File: src/rtl/ppm_rx.sv
// PPM receiver: synchronizes the pin, times edge-to-edge gaps in microseconds, and frames
// NUM_CH channel pulses between sync gaps, with optional 3-sample median and failsafe.
module ppm_rx #(
    parameter int NUM_CH     = 6,
    parameter int CLK_PER_US = 50,
    parameter int SYNC_US    = 5000,
    parameter int LOW_US     = 1000,
    parameter int SPAN_US    = 1000,
    parameter int OUT_W      = 12,
    parameter int MEDIAN     = 1,
    parameter int RISE_EDGE  = 1,
    parameter int TIMEOUT_US = 50000
) (
    input  logic             clk,
    input  logic             rst,
    input  logic             ppm,
    output logic [OUT_W-1:0] ch_out [0:NUM_CH-1],
    output logic             frame_done,
    output logic             failsafe,
    output logic [7:0]       err_cnt
);

    localparam int CHI_W = $clog2(NUM_CH + 1);
    localparam int PRE_W = (CLK_PER_US > 1) ? $clog2(CLK_PER_US) : 1;

    localparam logic             IDLE       = (RISE_EDGE == 0);
    localparam logic [PRE_W-1:0] PRE_MAX    = PRE_W'(CLK_PER_US - 1);
    localparam logic [16:0]      SYNC_TH    = 17'(SYNC_US);
    localparam logic [16:0]      LOW_TH     = 17'(LOW_US);
    localparam logic [16:0]      HIGH_TH    = 17'(LOW_US + SPAN_US);
    localparam logic [16:0]      TIMEOUT_TH = 17'(TIMEOUT_US);
    localparam logic [OUT_W-1:0] SPAN_MAX   = OUT_W'(SPAN_US - 1);
    localparam logic [CHI_W-1:0] CHI_FULL   = CHI_W'(NUM_CH);

    typedef enum logic {HUNT, RECV} state_t;

    function automatic logic [OUT_W-1:0] med3(input logic [OUT_W-1:0] a,
                                              input logic [OUT_W-1:0] b,
                                              input logic [OUT_W-1:0] c);
        logic [OUT_W-1:0] lo;
        logic [OUT_W-1:0] hi;
        lo = (a < b) ? a : b;
        hi = (a < b) ? b : a;
        return (c < lo) ? lo : ((c > hi) ? hi : c);
    endfunction

    logic             sync1_q, sync1_d;
    logic             sync2_q, sync2_d;
    logic             prev_q, prev_d;
    logic [PRE_W-1:0] pre_q, pre_d;
    logic [15:0]      us_cnt_q, us_cnt_d;
    state_t           state_q, state_d;
    logic [CHI_W-1:0] chi_q, chi_d;
    logic [OUT_W-1:0] stage_q [0:NUM_CH-1];
    logic [OUT_W-1:0] stage_d [0:NUM_CH-1];
    logic [OUT_W-1:0] hist1_q [0:NUM_CH-1];
    logic [OUT_W-1:0] hist1_d [0:NUM_CH-1];
    logic [OUT_W-1:0] hist2_q [0:NUM_CH-1];
    logic [OUT_W-1:0] hist2_d [0:NUM_CH-1];
    logic [OUT_W-1:0] ch_q    [0:NUM_CH-1];
    logic [OUT_W-1:0] ch_d    [0:NUM_CH-1];
    logic             frame_done_q, frame_done_d;
    logic             failsafe_q, failsafe_d;
    logic [7:0]       err_q, err_d;
    logic [16:0]      loss_q, loss_d;

    logic             edge_act;
    logic             tick;
    logic             is_sync;
    logic             commit;
    logic             err_inc;
    logic [16:0]      interval;
    logic [OUT_W-1:0] slot_val;

    assign edge_act = (sync2_q != prev_q) && (sync2_q != IDLE);
    assign tick     = (pre_q == PRE_MAX) && !edge_act;
    assign interval = {1'b0, us_cnt_q};
    assign is_sync  = (interval >= SYNC_TH);

    // An edge restarts the microsecond timebase and swallows any tick due that cycle.
    always_comb begin
        sync1_d  = ppm;
        sync2_d  = sync1_q;
        prev_d   = sync2_q;
        pre_d    = pre_q;
        us_cnt_d = us_cnt_q;
        if (edge_act) begin
            pre_d    = '0;
            us_cnt_d = '0;
        end else begin
            pre_d = (pre_q == PRE_MAX) ? '0 : pre_q + 1'b1;
            if (tick && us_cnt_q != 16'hFFFF) begin
                us_cnt_d = us_cnt_q + 16'd1;
            end
        end
    end

    always_comb begin
        if (interval < LOW_TH) begin
            slot_val = '0;
        end else if (interval >= HIGH_TH) begin
            slot_val = SPAN_MAX;
        end else begin
            slot_val = OUT_W'(interval - LOW_TH);
        end
    end

    always_comb begin
        state_d      = state_q;
        chi_d        = chi_q;
        stage_d      = stage_q;
        hist1_d      = hist1_q;
        hist2_d      = hist2_q;
        ch_d         = ch_q;
        frame_done_d = 1'b0;
        commit       = 1'b0;
        err_inc      = 1'b0;
        if (edge_act) begin
            case (state_q)
                HUNT: begin
                    if (is_sync) begin
                        state_d = RECV;
                        chi_d   = '0;
                    end
                end
                RECV: begin
                    if (!is_sync) begin
                        if (chi_q < CHI_FULL) begin
                            for (int i = 0; i < NUM_CH; i++) begin
                                if (chi_q == CHI_W'(i)) begin
                                    stage_d[i] = slot_val;
                                end
                            end
                            chi_d = chi_q + 1'b1;
                        end else begin
                            err_inc = 1'b1;
                            state_d = HUNT;
                            chi_d   = '0;
                        end
                    end else if (chi_q == CHI_FULL) begin
                        commit = 1'b1;
                        chi_d  = '0;
                    end else begin
                        err_inc = 1'b1;
                        chi_d   = '0;
                        for (int i = 0; i < NUM_CH; i++) begin
                            stage_d[i] = '0;
                        end
                    end
                end
                default: state_d = HUNT;
            endcase
        end
        // All channels and their histories move together on a commit.
        if (commit) begin
            frame_done_d = 1'b1;
            for (int i = 0; i < NUM_CH; i++) begin
                hist2_d[i] = hist1_q[i];
                hist1_d[i] = stage_q[i];
                ch_d[i]    = (MEDIAN != 0) ? med3(stage_q[i], hist1_q[i], hist2_q[i])
                                           : stage_q[i];
            end
        end
    end

    always_comb begin
        err_d      = err_q;
        loss_d     = loss_q;
        failsafe_d = failsafe_q;
        if (err_inc && err_q != 8'hFF) begin
            err_d = err_q + 8'd1;
        end
        if (commit) begin
            loss_d     = '0;
            failsafe_d = 1'b0;
        end else begin
            if (tick && loss_q != 17'h1FFFF) begin
                loss_d = loss_q + 17'd1;
            end
            if (loss_d >= TIMEOUT_TH) begin
                failsafe_d = 1'b1;
            end
        end
    end

    always_ff @(posedge clk) begin
        if (!rst) begin
            sync1_q      <= IDLE;
            sync2_q      <= IDLE;
            prev_q       <= IDLE;
            pre_q        <= '0;
            us_cnt_q     <= '0;
            state_q      <= HUNT;
            chi_q        <= '0;
            frame_done_q <= 1'b0;
            failsafe_q   <= 1'b1;
            err_q        <= '0;
            loss_q       <= '0;
            for (int i = 0; i < NUM_CH; i++) begin
                stage_q[i] <= '0;
                hist1_q[i] <= '0;
                hist2_q[i] <= '0;
                ch_q[i]    <= '0;
            end
        end else begin
            sync1_q      <= sync1_d;
            sync2_q      <= sync2_d;
            prev_q       <= prev_d;
            pre_q        <= pre_d;
            us_cnt_q     <= us_cnt_d;
            state_q      <= state_d;
            chi_q        <= chi_d;
            frame_done_q <= frame_done_d;
            failsafe_q   <= failsafe_d;
            err_q        <= err_d;
            loss_q       <= loss_d;
            stage_q      <= stage_d;
            hist1_q      <= hist1_d;
            hist2_q      <= hist2_d;
            ch_q         <= ch_d;
        end
    end

    assign ch_out     = ch_q;
    assign frame_done = frame_done_q;
    assign failsafe   = failsafe_q;
    assign err_cnt    = err_q;

endmodule

File: config.mk
export PLATFORM = sky130hd
export DESIGN_NAME = ppm_rx
export DESIGN_NICKNAME = d
export VERILOG_FILES = /design/src/rtl/ppm_rx.sv
export SDC_FILE = /design/constraint.sdc
export NUM_CORES = 1
export LEC_CHECK = 0
export ABC_CLOCK_PERIOD_IN_PS = 5640
export BUFFER_PORTS_ARGS = -buffer_cell sky130_fd_sc_hd__buf_2
export CAP_MARGIN = 20
export CORE_ASPECT_RATIO = 0.8
export CORE_MARGIN = 2
export CORE_UTILIZATION = 45
export CTS_BUF_LIST = sky130_fd_sc_hd__clkbuf_8
export DETAILED_ROUTE_END_ITERATION = 6
export MAX_ROUTING_LAYER = met4
export PLACE_DENSITY = 0.66
export SYNTH_ARGS = -nofsm -noshare
export SYNTH_HDL_FRONTEND = slang
export SYNTH_SLANG_ARGS = --single-unit
File: constraint.sdc
create_clock -name clk -period 5.64 [get_ports clk]
set_input_delay 1.41 -clock clk [delete_from_list [all_inputs] [get_ports clk]]
set_output_delay 1.41 -clock clk [all_outputs]
set_load 0.02 [all_outputs]
* Word-level counts from Yosys, hierarchy flattened
Index checks and enable logic that the tools add are counted. Widths: inputs -> output; s select.
Word-level totals: flip-flop bits (word level) 344, input bits 3
Operators by class: add/subtract/negate cells 6, $lt $le $gt $ge 23, equal/unequal tests 13, multiplexer cells 57, bitwise logic cells 2, reductions and logical operators 25
Operator list (number):
- $mux 12 | 32
- $mux 72 | 3
- $lt 12x12->1 | 12
- $gt 12x12->1 | 6
- $mux 17 | 2
- $reduce_and 5->1 | 6
- $add 17x1->17 const B | 1
- $ge 17x16->1 const B | 1
- $ne 17x17->1 const B | 1
- $add 16x1->16 const B | 1
- $ge 16x11->1 const B | 1
- $ge 16x13->1 const B | 1
- $lt 16x10->1 const B | 1
- $ne 16x16->1 const B | 1
- $reduce_bool 2->1 | 8
- $mux 1 | 15
- $sub 12x10->12 const B | 1
- $eq 3x3->1 const B | 3
- $mux 3 | 3
- $add 8x1->8 const B | 1
- $ne 8x8->1 const B | 1
- $add 6x1->6 const B | 1
- $eq 3x2->1 const B | 2
- $eq 6x6->1 const B | 1
- other kinds (14) | 21

* Logic depth before layout (Yosys ltp)
depth in word-level cells 10, depth in mapped cells 22

* Worst setup path before layout
No wires, ideal clock.
kind register to register, from register hist1_q[50] (netlist bit), to register ch_q (netlist bit ch_out[50]), library setup time 0.120 ns, arrival time 4.183 ns, setup slack 1.338 ns, cell stages (with the launch flop) 20, buffers on the path 3, clock period less this slack 4.302 ns, cells stage by stage dfxtp_1 > inv_1 > ha_1 > nand2_1 > o21ai_0 > a41oi_1 > o31ai_1 > clkbuf_1 > buf_2 > mux2i_1 > ha_1 > a21oi_1 > nor2b_1 > o21ai_0 > a21oi_1 > a2111oi_0 > and2_1 > buf_2 > a2111oi_0 > a211o_1
On the way: longest elaborated chain between the ends 5, elaborated cells on any way between the ends 7, classes of those cells order compare (3); mux (4)
Ends and longest elaborated chain:
- from (decl) | line 56 | logic [OUT_W-1:0] hist1_q [0:NUM_CH-1];
- from (signal assigned) | line 218 | hist1_q <= hist1_d;
- $lt 12x12->1 | line 42, 43
- $mux 12 | line 43 | hi = (a < b) ? b : a;
- $gt 12x12->1 | line 44 | return (c < lo) ? lo : ((c > hi) ? hi : c);
- $mux 12 | line 44
- $mux 12 * | line 44
- to (signal assigned) | line 220 | ch_q <= ch_d;
- to (decl) | line 60 | logic [OUT_W-1:0] ch_q [0:NUM_CH-1];
Mark *: on every way between the ends. The rest lies on a longest branch, timed or not. A chain may end at the register's enable or synchronous reset.

* Worst setup path in the final report
from register hist1_q[50] (netlist bit), to register ch_q (netlist bit ch_out[48])
Same word-level chain as after synthesis.

==> impl_results.md <==
* Status: completed
* Layout cell share with drive strength beyond 1 at 10.5%
* Setup violators final at 0
* Yosys cell types at 67
* Via density per instance at 5.72
* Via count at 17200
* Hold Crit Start: ch_out[55]$_SDFFE_PN0P_
* Post-synth top cells: 344 x dfxtp_1, 280 x nor2_1, 223 x nand2_1
* Chip Width at 237 µm
* Clock sinks at 344
* Async S/R FF share, synth at 0%
* Crit path DAT at 5.56 ns
* Final Slew Violations at 0
* CTS tree: yes
* Area delta synth->final at 11.6%
* Max Fclk at 199 MHz
* DR iter-0 viols at 1379
* Post-route DRC at 0
* DRT antenna net count at 0
* Core footprint at 0.0431 mm²
* Fill count at 4067
* Synth area leader: dfxtp_1
* Worst slack at placement at 0.697 ns
* Setup ws final at 0.626 ns
* Detailed Place HPWL at 37400 µm
* Worst skew pair latency at 0.65 ns
* RR Endpoint: ch_out[48]$_SDFFE_PN0P_
* Mapped Area at 0.0196 mm²
* Yosys top cell area share at 35.1%
* Total Die Area at 0.0453 mm²
* Cts repair resizes at 0
* Num ports at 85
* Drt first pass iters at 5
* Worst slew pin tran at 1.02 ns
* Tot Pwr at 4790 µW
* Setup Crit Path Kind: register to register
* Antenna cells at 0
* Final setup TNS at 0 ns
* H-tree depth at 2
* Hold Path Stages at 1
* Final hold viol count at 0
* Most area-consuming cells after synthesis: dfxtp_1 35%, ha_1 14%, mux2i_1 7.6%, nor2_1 5.4%, o21ai_0 4.9%
* Slew HR at 31.7%
* Buffers on Ports at 84
* Crit. End Element: register
* Vias in the first global route at 16400
* Clock Tree Root: clkbuf_8
* Worst Path Max Fanout at 26
* Drt total wl at 52600 µm
* Largest net degree at the start of global routing at 82
* Routability Congestion at 0.902
* Overall routing resource usage at 23.7%
* Syn. warnings at 0
* CP Launch Type: register
* Total of max-cap violations at 0
* Initial antenna violation count at 1
* Min Clock Period, post-route at 5.01 ns
* Layout Skew at 0.0132 ns
* Maximum VDD drop at 167 µV
* Power Density at 219 mW/mm²
* Nets@finish at 2617
* Seq/Total Area, Yosys at 35.1%
* Cts hold-fix bufs at 0
* Wire length of the first global-routing pass at 85400 µm
* Unrepaired setup endpoints after global routing: no
* Initial Util at 45.6%
* Number of synthesized flops with an enable pin at 0
* Postcts setup bufs at 0
* # rows at 68
* Clock transition at path regs at 0.06 ns
* Total congestion overflow at 0
* Syn nets at 2548
* Reg area at 0.00689 mm²
* Die Y at 191 µm
* Avg Cell Area, Syn at 8.43 µm²
* Ys flop type: dfxtp_1
* Required time of the critical path at 6.19 ns
* TritonCTS Buffers at 58
* Routed len/inst at 17.5 µm
* Reg-to-reg setup timing slack at 0.63 ns
* Multi-input gate area at 0.0120 mm²
* Worst-case clock buffer depth at 3
* FF-to-FF Start: hist1_q[50]$_SDFFE_PN0P_
* P_leak at 0.00983 µW
* Mapped Cells at 2326
* Hold EP: ch_out[55]$_SDFFE_PN0P_
* Hold crit path type: register to register
* Tcrit/Tclk final at 88.9%
* Top-count cell post-synth: dfxtp_1
* Synth Register Bits at 344
* R2r worst-path depth at 19
[worst max-delay path: stages (launching register included)]
cell       delay, ns
dfxtp_1         0.34
inv_1           0.08
ha_1            0.29
nand2_1         0.05
o21ai_0         0.21
a41oi_1         0.21
o31ai_4         0.65
buf_4           0.42
mux2i_1         0.15
ha_1            0.20
a21o_1          0.18
a21oi_1         0.13
nor2b_1         0.05
o21ai_0         0.14
a21oi_1         0.11
a2111oi_0       0.55
buf_4           0.22
nand2_1         0.28
a311o_1         0.42
nor4_1          0.23
[cells by family after synthesis]
logic type	Yosys count	share of synthesized area (%)
AND/OR/NAND/NOR	741	16.9
AO/OA/AOI/OAI	607	19.7
flip-flops	344	35.1
adder cells (fa/ha/maj)	219	14.0
buffers and inverters	213	4.29
multiplexers	155	7.95
XOR/XNOR	47	2.10
[power breakdown]
group | switching (µW) | internal, µW | leakage [µW]
logic | 54.5 | 10.4 | 0.00637
clock network | 1060 | 1230 | 0.000681
registers | 2.64 | 2430 | 0.00277
total | 1110 | 3680 | 0.00983
[cell type report]
cell class / count / area share (%)
repair buffers: 130 / 3.68
multi-input cells: 1769 / 54.6
well taps: 560 / 3.20
inverters: 92 / 1.58
flip-flops and latches: 344 / 31.5
clock buffers: 75 / 4.71
clock inverters: 30 / 0.737
[per-layer routing]
layer,global-route usage (%),share of wire (%)
met1,31.4,47
met5,-,0
met4,8.35,2.9
met3,3.92,5.4
met2,36.7,44
[metrics by stage]
| stage | hold WS, ns | utilization, % | area (µm²) | std cells |
|---|---|---|---|---|
| 2_1_floorplan | 0.412 | - | 19600 | 2326 |
| 3_3_place_gp | 0.441 | 47.9 | 20600 | 2888 |
| 3_5_place_dp | 0.446 | 48.0 | 20700 | 2893 |
| 4_1_cts | 0.460 | 50.8 | 21900 | 2998 |
| 5_1_grt | 0.476 | 50.9 | 21900 | 3000 |
| 6_report | 0.454 | 50.9 | 21900 | 3000 |
[worst max path at each step]
stage / from / endpoint / slack (ns) / cells past startpoint
after floorplan: hist1_q[50]$_SDFFE_PN0P_ / ch_out[50]$_SDFFE_PN0P_ / 1.34 / 19
after global placement: hist1_q[1]$_SDFFE_PN0P_ / ch_out[0]$_SDFFE_PN0P_ / 0.66 / 16
after detailed placement: hist1_q[50]$_SDFFE_PN0P_ / ch_out[48]$_SDFFE_PN0P_ / 0.70 / 19
after CTS: hist1_q[50]$_SDFFE_PN0P_ / ch_out[48]$_SDFFE_PN0P_ / 0.63 / 19
after global routing: hist1_q[49]$_SDFFE_PN0P_ / ch_out[48]$_SDFFE_PN0P_ / 0.14 / 19
final: hist1_q[50]$_SDFFE_PN0P_ / ch_out[48]$_SDFFE_PN0P_ / 0.63 / 19
[state kept, by name, summed over array words and instances (netlist names), 3 cells and up]
register and count:
hist1_q 72, loss_q 17, hist2_q 72, pre_q 6, ch_out 72, chi_q 3, us_cnt_q 16, err_cnt 8
stage_q 72
[layout by cell type, fill, tap and decap left out, types with 11 or more instances in the layout]
| cell type | instances |
|---|---|
| o21a_1 | 11 |
| nor2_1 | 280 |
| dfxtp_1 | 344 |
| o211ai_1 | 16 |
| a31oi_1 | 11 |
| a22o_1 | 16 |
| nor2b_1 | 16 |
| ha_1 | 219 |
| a2111oi_0 | 35 |
| inv_1 | 103 |
| xor2_1 | 25 |
| mux2i_1 | 149 |
| nand2_1 | 221 |
| nor3_1 | 83 |
| nand4_1 | 44 |
| a21oi_1 | 165 |
| clkinv_2 | 15 |
| xnor2_1 | 22 |
| nand3_1 | 30 |
| buf_4 | 41 |
| a21o_1 | 56 |
| nand2b_1 | 11 |
| a221o_1 | 22 |
| a211o_1 | 35 |
| clkbuf_8 | 75 |
| o21ai_0 | 189 |
| buf_2 | 84 |
(Power assumes the default switching activity.)
